===== src/rtl/adder_sequencer_pkg.sv =====
// adder_sequencer_pkg: state encodings and default debounce length shared by the adder controller and its bench
package adder_sequencer_pkg;
   localparam logic [1:0] ST_ENTRY_A = 2'b00;
   localparam logic [1:0] ST_ENTRY_B = 2'b01;
   localparam logic [1:0] ST_RESULT  = 2'b10;
   localparam int DEBOUNCE_DEFAULT = 16000;
endpackage


===== src/rtl/adder_sequencer_debounce.sv =====
// adder_sequencer_debounce: synchronizes and debounces one active-low button into a single-cycle press pulse
module adder_sequencer_debounce
   import adder_sequencer_pkg::*;
#(
   parameter int DEBOUNCE_CYCLES = DEBOUNCE_DEFAULT
) (
   input  logic CLK,
   input  logic RST,
   input  logic BTN_N,
   output logic PRESS
);
   localparam int CW = $clog2(DEBOUNCE_CYCLES);
   logic [1:0] sync, vld;
   logic stable, armed, done;
   logic [CW-1:0] cnt;
   assign done = (sync[1] != stable) && (cnt == CW'(DEBOUNCE_CYCLES - 1));
   assign PRESS = done && stable && armed;
   // sync preset to released; no pulse until a real released sample has been seen, so a button held through reset stays silent
   always_ff @(posedge CLK) begin
      if (RST) begin
         sync <= 2'b11;
         vld <= 2'b00;
         stable <= 1'b1;
         armed <= 1'b0;
         cnt <= '0;
      end else begin
         sync <= {sync[0], BTN_N};
         vld <= {vld[0], 1'b1};
         armed <= armed | (vld[1] & sync[1]);
         cnt <= (sync[1] == stable || done) ? '0 : cnt + 1'b1;
         if (done) stable <= sync[1];
      end
   end
endmodule


===== src/rtl/adder_sequencer.sv =====
// adder_sequencer: button-driven entry of two operands followed by display of their sum
module adder_sequencer
   import adder_sequencer_pkg::*;
#(
   parameter int WIDTH = 4,
   parameter int DEBOUNCE_CYCLES = DEBOUNCE_DEFAULT
) (
   input  logic               CLK,
   input  logic               RST,
   input  logic [WIDTH-1:0]   SWITCHES,
   input  logic               EXEC_N,
   input  logic               CLR_N,
   output logic [2*WIDTH-1:0] DISPLAY,
   output logic [1:0]         STATE,
   output logic               LED
);
   logic [WIDTH-1:0] sw_s0, sw_s1, a, b;
   logic exec_p, clr_p;
   logic [2*WIDTH-1:0] sw_ext, sum_as, sum_ab;
   assign sw_ext = {{WIDTH{1'b0}}, sw_s1};
   assign sum_as = {{(WIDTH-1){1'b0}}, {1'b0, a} + {1'b0, sw_s1}};
   assign sum_ab = {{(WIDTH-1){1'b0}}, {1'b0, a} + {1'b0, b}};
   adder_sequencer_debounce #(.DEBOUNCE_CYCLES(DEBOUNCE_CYCLES)) u_exec (
      .CLK(CLK), .RST(RST), .BTN_N(EXEC_N), .PRESS(exec_p)
   );
   adder_sequencer_debounce #(.DEBOUNCE_CYCLES(DEBOUNCE_CYCLES)) u_clr (
      .CLK(CLK), .RST(RST), .BTN_N(CLR_N), .PRESS(clr_p)
   );
   // two-flop synchronizer on the operand switches
   always_ff @(posedge CLK) begin
      if (RST) {sw_s1, sw_s0} <= '0;
      else {sw_s1, sw_s0} <= {sw_s0, SWITCHES};
   end
   // entry/result sequencer; CLR acts as a soft reset and beats a same-cycle EXEC
   always_ff @(posedge CLK) begin
      if (RST || clr_p) begin
         STATE <= ST_ENTRY_A;
         a <= '0;
         b <= '0;
         DISPLAY <= '0;
         LED <= 1'b0;
      end else begin
         case (STATE)
            ST_ENTRY_A: begin
               DISPLAY <= sw_ext;
               if (exec_p) begin
                  a <= sw_s1;
                  STATE <= ST_ENTRY_B;
               end
            end
            ST_ENTRY_B: begin
               DISPLAY <= exec_p ? sum_as : sw_ext;
               if (exec_p) begin
                  b <= sw_s1;
                  LED <= 1'b1;
                  STATE <= ST_RESULT;
               end
            end
            ST_RESULT: begin
               DISPLAY <= exec_p ? '0 : sum_ab;
               if (exec_p) begin
                  a <= '0;
                  b <= '0;
                  LED <= 1'b0;
                  STATE <= ST_ENTRY_A;
               end
            end
            default: begin
               STATE <= ST_ENTRY_A;
               a <= '0;
               b <= '0;
               DISPLAY <= '0;
               LED <= 1'b0;
            end
         endcase
      end
   end
endmodule

===== config.mk =====
export PLATFORM = sky130hd
export DESIGN_NAME = adder_sequencer
export DESIGN_NICKNAME = d
export VERILOG_FILES = /design/src/rtl/adder_sequencer_pkg.sv /design/src/rtl/adder_sequencer_debounce.sv /design/src/rtl/adder_sequencer.sv
export SDC_FILE = /design/constraint.sdc
export NUM_CORES = 1
export LEC_CHECK = 0
export ABC_CLOCK_PERIOD_IN_PS = 2500
export BUFFER_PORTS_ARGS = -buffer_cell sky130_fd_sc_hd__buf_2
export CAP_MARGIN = 20
export CORE_MARGIN = 10
export CORE_UTILIZATION = 50
export DETAILED_ROUTE_END_ITERATION = 7
export HOLD_SLACK_MARGIN = 0.12
export MAX_ROUTING_LAYER = met4
export PLACE_DENSITY = 0.68
export SYNTH_ARGS = -nofsm -noshare
export SYNTH_HDL_FRONTEND = slang
export SYNTH_HIERARCHICAL = 1
export SYNTH_SLANG_ARGS = --single-unit
export TNS_END_PERCENT = 100

===== constraint.sdc =====
create_clock -name CLK -period 2.5 [get_ports CLK]
set_clock_uncertainty 0.05 [all_clocks]
set_input_delay 0.5 -clock CLK [delete_from_list [all_inputs] [get_ports CLK]]
set_output_delay 0.5 -clock CLK [all_outputs]
set_load 0.1 [all_outputs]

==> impl_metrics.json, run 1 <==
{
  "cts_tree": "built",
  "maxCapViolations": 0,
  "yosys.cell_types.count": 48,
  "path_class": "reg2reg",
  "use_met1_pct": 15.6,
  "yosysSeqAreaShare_pct": 45.2,
  "antenna_left": 0,
  "antenna_found_initial": 0,
  "grt_busiest_layer": "met2",
  "syn_area_per_cell_um2": 9.36,
  "setup_viol": 0,
  "place_area_um2": 2940,
  "clkLatencyLatePin_ps": 340,
  "worst_slack_ps": 247,
  "synth-main-ff-cell": "dfxtp_1",
  "tns_ps": 0,
  "grt_max_degree": 22,
  "max_stage_delay_ps": 400,
  "finalHoldViolCount": 0,
  "overflow": 0,
  "crit_family": "simple AND/OR/NAND/NOR gates",
  "holdWs_ps": 295,
  "io_pins": 19,
  "leakage_nw": 1.18,
  "numCtsBuffers": 9,
  "portBuffers": 15,
  "grt_pass1_vias": 1991,
  "clk_pin_slew_ps": 70,
  "fp.dieH_um": 95.3,
  "clock_path_buffers": 2,
  "cp-end-kind": "register",
  "wirelength_um": 5220,
  "dieWidth_um": 95.3,
  "gp_congestion": 0.904,
  "dp_slack_ps": 197,
  "viasPerCell": 5.15,
  "final_layout_size_suffix_gt1_share_pct": 14.8,
  "diodes": 0,
  "grt_pass1_wl_um": 8980,
  "holdCritPathClass": "in2reg",
  "worstPathMaxFanout": 10,
  "dp_hpwl_um": 3650,
  "fillers": 474,
  "synthCells": 303,
  "met3_usage_pct": 3.61,
  "finalNetCount": 346,
  "dr.pass1.iters": 4,
  "path_cells": "ha_1, nand2_1, nor4_4, and4b_2, buf_4, nor2_2, a21o_1, a22oi_1, nor2_1",
  "yosys_warnings": 6,
  "async_flop_share_pct": 0,
  "vias": 2072,
  "path_buf_inv": 1,
  "fmax_mhz": 444,
  "p_per_area_nw_per_um2": 666,
  "core_area_um2": 5510,
  "htreeDepth": 3,
  "drc": 0,
  "final_max_slew_viol_count": 0,
  "synth_seq_cells": 64,
  "ctsHoldBuffers": 0,
  "start_util_pct": 51.5,
  "met2_usage_pct": 18.8,
  "die-area_um2": 9090,
  "routedWlPerCell_um": 13.0,
  "area_delta_synth_final_pct": 12.4,
  "peakVddDrop_uv": 467,
  "post-route-period-util_pct": 90.1,
  "startpoint_type": "register",
  "final_cell_area_um2": 3190,
  "synth_edf_count": 0,
  "cp_data_arrival_time_ps": 2430,
  "root_buffer": "clkbuf_8",
  "clkSinkCount": 64,
  "num_rows": 27,
  "status": "completed",
  "crit_slowest_cell": "and4b_2",
  "track_usage_pct": 12.9,
  "first_iter_violations": 99,
  "rsz0062_at_grt": "false",
  "crit_required_ps": 2680,
  "netlist_area_um2": 2840,
  "fin_crit_ps": 2250
}
## area by class of cell
| type | instances | area (um^2) | share of cell area (%) |
|---|---|---|---|
| Multi-Input combinational cell | 215 | 1420 | 44.4 |
| Sequential cell | 64 | 1280 | 40.2 |
| Clock buffer | 12 | 155 | 4.86 |
| Timing Repair Buffer | 22 | 128 | 4.00 |
| Tap cell | 72 | 90.1 | 2.82 |
| Clock inverter | 3 | 65.1 | 2.04 |
| Inverter | 14 | 52.6 | 1.65 |
## final timing paths
path                                    start            end  slack, ps  cells past startpoint
worst max-delay path            u_exec/cnt[0]           b[1]        250                      9
worst min-delay path                    CLR_N  u_clr/sync[0]        290                      2
worst max register to register  u_exec/cnt[0]           b[1]        250                      9
worst min register to register  u_clr/sync[0]  u_clr/sync[1]        360                      1
## worst reg2reg max path, cell delays in order, from the launching register on
cell and delay (ps):
dfxtp_1 350, ha_1 210, nand2_1 150, nor4_4 350, and4b_2 400, buf_4 150, nor2_2 60, a21o_1 210
a22oi_1 160, nor2_1 60
## power breakdown
| group | internal, W | switching (W) |
|---|---|---|
| Sequential | 0.00104 | 0.00000969 |
| Clock | 0.000609 | 0.000379 |
| Combinational | 0.0000229 | 0.0000645 |
## metrics by stage
stage	cells	power, W	util, %
after global placement	384	0.00116	53.5
after detailed placement	384	0.00116	53.5
final	402	0.00212	57.9
after CTS	399	0.00215	57.5
after global routing	402	0.00220	57.9
after floorplan	305	0.00114	-
## registers in the layout, summed over array words and instances (netlist names)
name and count:
u_exec/stable 1, LED 1, u_exec/vld 2, u_clr/armed 1
u_clr/stable 1, u_clr/sync 2, b 4, u_exec/cnt 14
u_clr/vld 2, STATE 2, u_exec/sync 2, u_exec/armed 1
a 4, u_clr/cnt 14, DISPLAY 5, sw_s0 4
sw_s1 4
## Yosys cell counts, types with 3 or more instances
master	count	share of area, %
a21oi_1	13	2.3
a22oi_1	7	1.9
buf_2	4	0.71
buf_4	4	1.1
buf_6	4	1.6
dfxtp_1	64	45
ha_1	10	4.4
inv_1	13	1.7
nand2_1	16	2.1
nand3_1	10	1.8
nor2_1	49	6.5
nor2b_1	17	3.7
nor3_1	5	0.88
nor4_1	8	1.8
o21ai_0	3	0.53
or2_2	4	0.88
xnor2_1	25	7.7
xor2_1	4	1.2
## placed cells by master, fill, tap and decap left out, types with 3 or more instances in the layout
cell,netlist,routed
nor3_1,5,5
xnor2_1,25,25
inv_1,13,13
ha_1,10,10
or2_2,4,4
clkbuf_8,0,11
nor4_1,8,8
nor2b_1,17,17
nand3_1,10,10
xor2_1,4,4
nand2_1,16,16
buf_2,4,15
conb_1,1,3
buf_4,4,7
nor2_1,49,49
dfxtp_1,64,64
a22oi_1,7,7
a21oi_1,13,13
o21ai_0,3,3
## cells by family (layout without fill, tap and decap cells)
group / Yosys count / count (layout) / synth area share [%]
and+or+nand+nor: 131 / 131 / 25.2
DFF: 64 / 64 / 45.2
AOI/OAI and AO/OA: 38 / 38 / 8.82
xor gates and xnor gates: 29 / 29 / 8.95
buffers and inverters: 26 / 51 / 5.21
adders and majority gates: 12 / 12 / 5.82
muxes: 2 / 2 / 0.706
other: 1 / 3 / 0.132
## what timing repair did
| action | 4_1_cts | 5_1_grt |
|---|---|---|
| buffers inserted | 0 | 3 |
| setup endpoints to repair | 0 | 7 |
| resized for setup | 0 | 2 |
## per-layer routing
metal	vias up	wire, um
li1	1063	-
met4	0	110
met2	46	2310
met1	952	2510
met3	11	285
met5	-	0
(Power assumes the default switching activity.)
==> run 2: changes to the inputs <==
--- a/config.mk
+++ b/config.mk
@@ -5,9 +5,11 @@
 export SDC_FILE = /design/constraint.sdc
 export NUM_CORES = 1
 export LEC_CHECK = 0
+export ABC_AREA = 1
 export ABC_CLOCK_PERIOD_IN_PS = 2500
 export BUFFER_PORTS_ARGS = -buffer_cell sky130_fd_sc_hd__buf_2
 export CAP_MARGIN = 20
+export CORE_ASPECT_RATIO = 1.4
 export CORE_MARGIN = 10
 export CORE_UTILIZATION = 50
 export DETAILED_ROUTE_END_ITERATION = 7
==> run 2 against run 1 <==
  * Wire length increased by 9.1%
  * First-iteration DRC count increased by 55%
  * Clock power about the same
  * Worst setup slack improved by 52 ps
  * Synthesized cell count increased by 31%
  * Power decreased by 0.43%
  * Die area increased by 7.7%
  * Sequential cell count unchanged
  * Maximum frequency increased by 2.3%
==> impl_metrics.json, run 2 <==
{
  "status": "completed",
  "setup_viol": 0,
  "overflow": 0,
  "io_pins": 19,
  "holdWs_ps": 290,
  "netlist_area_um2": 3100,
  "vias": 2457,
  "portBuffers": 15,
  "fp.dieH_um": 113,
  "ctsResizeCount": 0,
  "post-route-period-util_pct": 88.1,
  "start_util_pct": 52.1,
  "synth_seq_cells": 64,
  "synth-main-ff-cell": "dfxtp_1",
  "final_max_slew_viol_count": 0,
  "tns_ps": 0,
  "wirelength_um": 5700,
  "reg.largest.list": "u_clr/cnt (14), u_exec/cnt (14), DISPLAY (5)",
  "reg2reg_to": "b[2]",
  "fin_crit_ps": 2200,
  "multi_input_area_um2": 1520,
  "grt_pass1_vias": 2362,
  "holdCritPathClass": "in2reg",
  "clk_pin_slew_ps": 70,
  "fmax_mhz": 454,
  "clkSinkCount": 64,
  "startpoint": "u_exec/cnt[0]",
  "first_iter_violations": 153,
  "cp-end-kind": "register",
  "reg2regPathDepth": 10,
  "drc": 0,
  "rsz0062_at_grt": "false",
  "p_per_area_nw_per_um2": 622,
  "peakVddDrop_uv": 382,
  "synth.area.top_cells": "dfxtp_1 41%, nand2_1 10%, inv_1 5.7%",
  "finalNetCount": 437,
  "routedWlPerCell_um": 11.6,
  "async_flop_share_pct": 0,
  "grt_max_degree": 22,
  "path_class": "reg2reg",
  "yosys.cell_types.count": 34,
  "gp_congestion": 0.914,
  "syn_area_per_cell_um2": 7.82,
  "finalHoldViolCount": 0,
  "crit_required_ps": 2690,
  "fillers": 566,
  "startpoint_type": "register",
  "clkLatencyLatePin_ps": 340,
  "synthCells": 396,
  "root_buffer": "clkbuf_8",
  "ctsHoldBuffers": 0,
  "final_common_cell": "nand2_1",
  "antenna_left": 0,
  "antenna_found_initial": 0,
  "hold_path_end": "u_clr/sync[0]",
  "numCtsBuffers": 9,
  "yosysMostFrequentCell": "nand2_1",
  "core_area_um2": 5950,
  "clock_path_buffers": 2,
  "diodes": 0,
  "viasPerCell": 4.99,
  "grt_pass1_wl_um": 10100,
  "dp_hpwl_um": 4300,
  "dieWidth_um": 86.5,
  "maxCapViolations": 0,
  "yosys_warnings": 6,
  "dp_slack_ps": 331,
  "cts_tree": "built",
  "min_path_cells": 2,
  "r2r-start": "u_exec/cnt[0]",
  "htreeDepth": 3,
  "synth_area_leader_cell": "dfxtp_1",
  "leakage_nw": 1.29,
  "area_delta_synth_final_pct": 9.82,
  "netlist_top_cells_count": "83 x nand2_1, 64 x dfxtp_1, 47 x inv_1",
  "synth.top_cell.area_share_pct": 41.4,
  "die-area_um2": 9790,
  "num_rows": 33,
  "min-delay-start": "CLR_N",
  "ff_latch_area_um2": 1280,
  "total_power_w": 0.00211,
  "rrSetupSlack_ps": 300,
  "dr.pass1.iters": 4,
  "cp_data_arrival_time_ps": 2390,
  "worst_slack_ps": 298,
  "mostFrequentLayoutCells": "83 x nand2_1, 64 x dfxtp_1, 47 x inv_1, 41 x nor2_1, 25 x nand3_1",
  "yosysSeqAreaShare_pct": 41.4,
  "final_layout_size_suffix_gt1_share_pct": 21.1,
  "synth_edf_count": 0,
  "post_cts_buffers": 0,
  "track_usage_pct": 13.0,
  "worstPathMaxFanout": 6
}
[run 2: cell types whose count changed in the layout (fill, tap and decap cells not counted), moves of 6 or more]
cell / previous run / this run
nand2_1: 16 / 83
inv_1: 13 / 47
xnor2_1: 25 / 5
nor2b_1: 17 / 0
a21oi_2: 0 / 16
nand3_1: 10 / 25
nor2_2: 2 / 16
a21oi_1: 13 / 21
nor2_1: 49 / 41
nor2_4: 0 / 8
nor4_1: 8 / 0
a22oi_1: 7 / 1
nand4_1: 2 / 8
[run 2: metrics by stage]
stage | std cells | utilization (%) | instance area, um^2
floorplan | 398 | - | 3100
global placement | 476 | 53.5 | 3180
detailed placement | 476 | 53.5 | 3180
CTS | 492 | 57.2 | 3400
global route | 492 | 57.2 | 3400
finish | 492 | 57.2 | 3400
[run 2: worst max-delay path, stage by stage, from the launching register on]
cell and delay (ps):
dfxtp_1 370, ha_1 230, nand3_2 130, nor2_4 140, nand3_2 100, nor2_1 330
inv_1 200, a21oi_1 240, nand2_1 160, nand2_1 110, a21oi_2 50
[run 2: cell type report]
type,instances,area share (%)
Inverter,54,5.96
Clock inverter,6,2.43
Clock buffer,10,4.05
Multi-Input combinational cell,271,44.7
Sequential cell,64,37.7
Tap cell,70,2.58
Timing Repair Buffer,17,2.65
[run 2: kinds of logic after synthesis]
family	count (synthesis)	synth area share, %
simple gates	199	30.9
other cells	1	0.121
compound gates	50	10.5
buf+inv	63	9.82
flops	64	41.4
fa+ha+maj	12	5.33
xor+xnor	7	1.98
[run 2: how the worst max path moves through the flow]
stage | end | depth (start not counted)
2_1_floorplan | DISPLAY[3] | 7
3_3_place_gp | b[2] | 10
3_5_place_dp | b[3] | 10
4_1_cts | b[1] | 10
5_1_grt | LED | 10
6_report | b[2] | 10
[run 2: layer usage]
layer / part of all wire [%] / GRT usage [%]
met1: 43 / 14.3
met2: 50 / 21.0
met3: 4.8 / 3.23
met5: 0 / -
met4: 2.1 / 7.04
[run 2: power by group]
part / internal [W] / leakage, nW / switching, W
sequential: 0.00104 / 0.520 / 0.00000915
combinational: 0.0000196 / 0.653 / 0.0000626
clock: 0.000583 / 0.112 / 0.000404
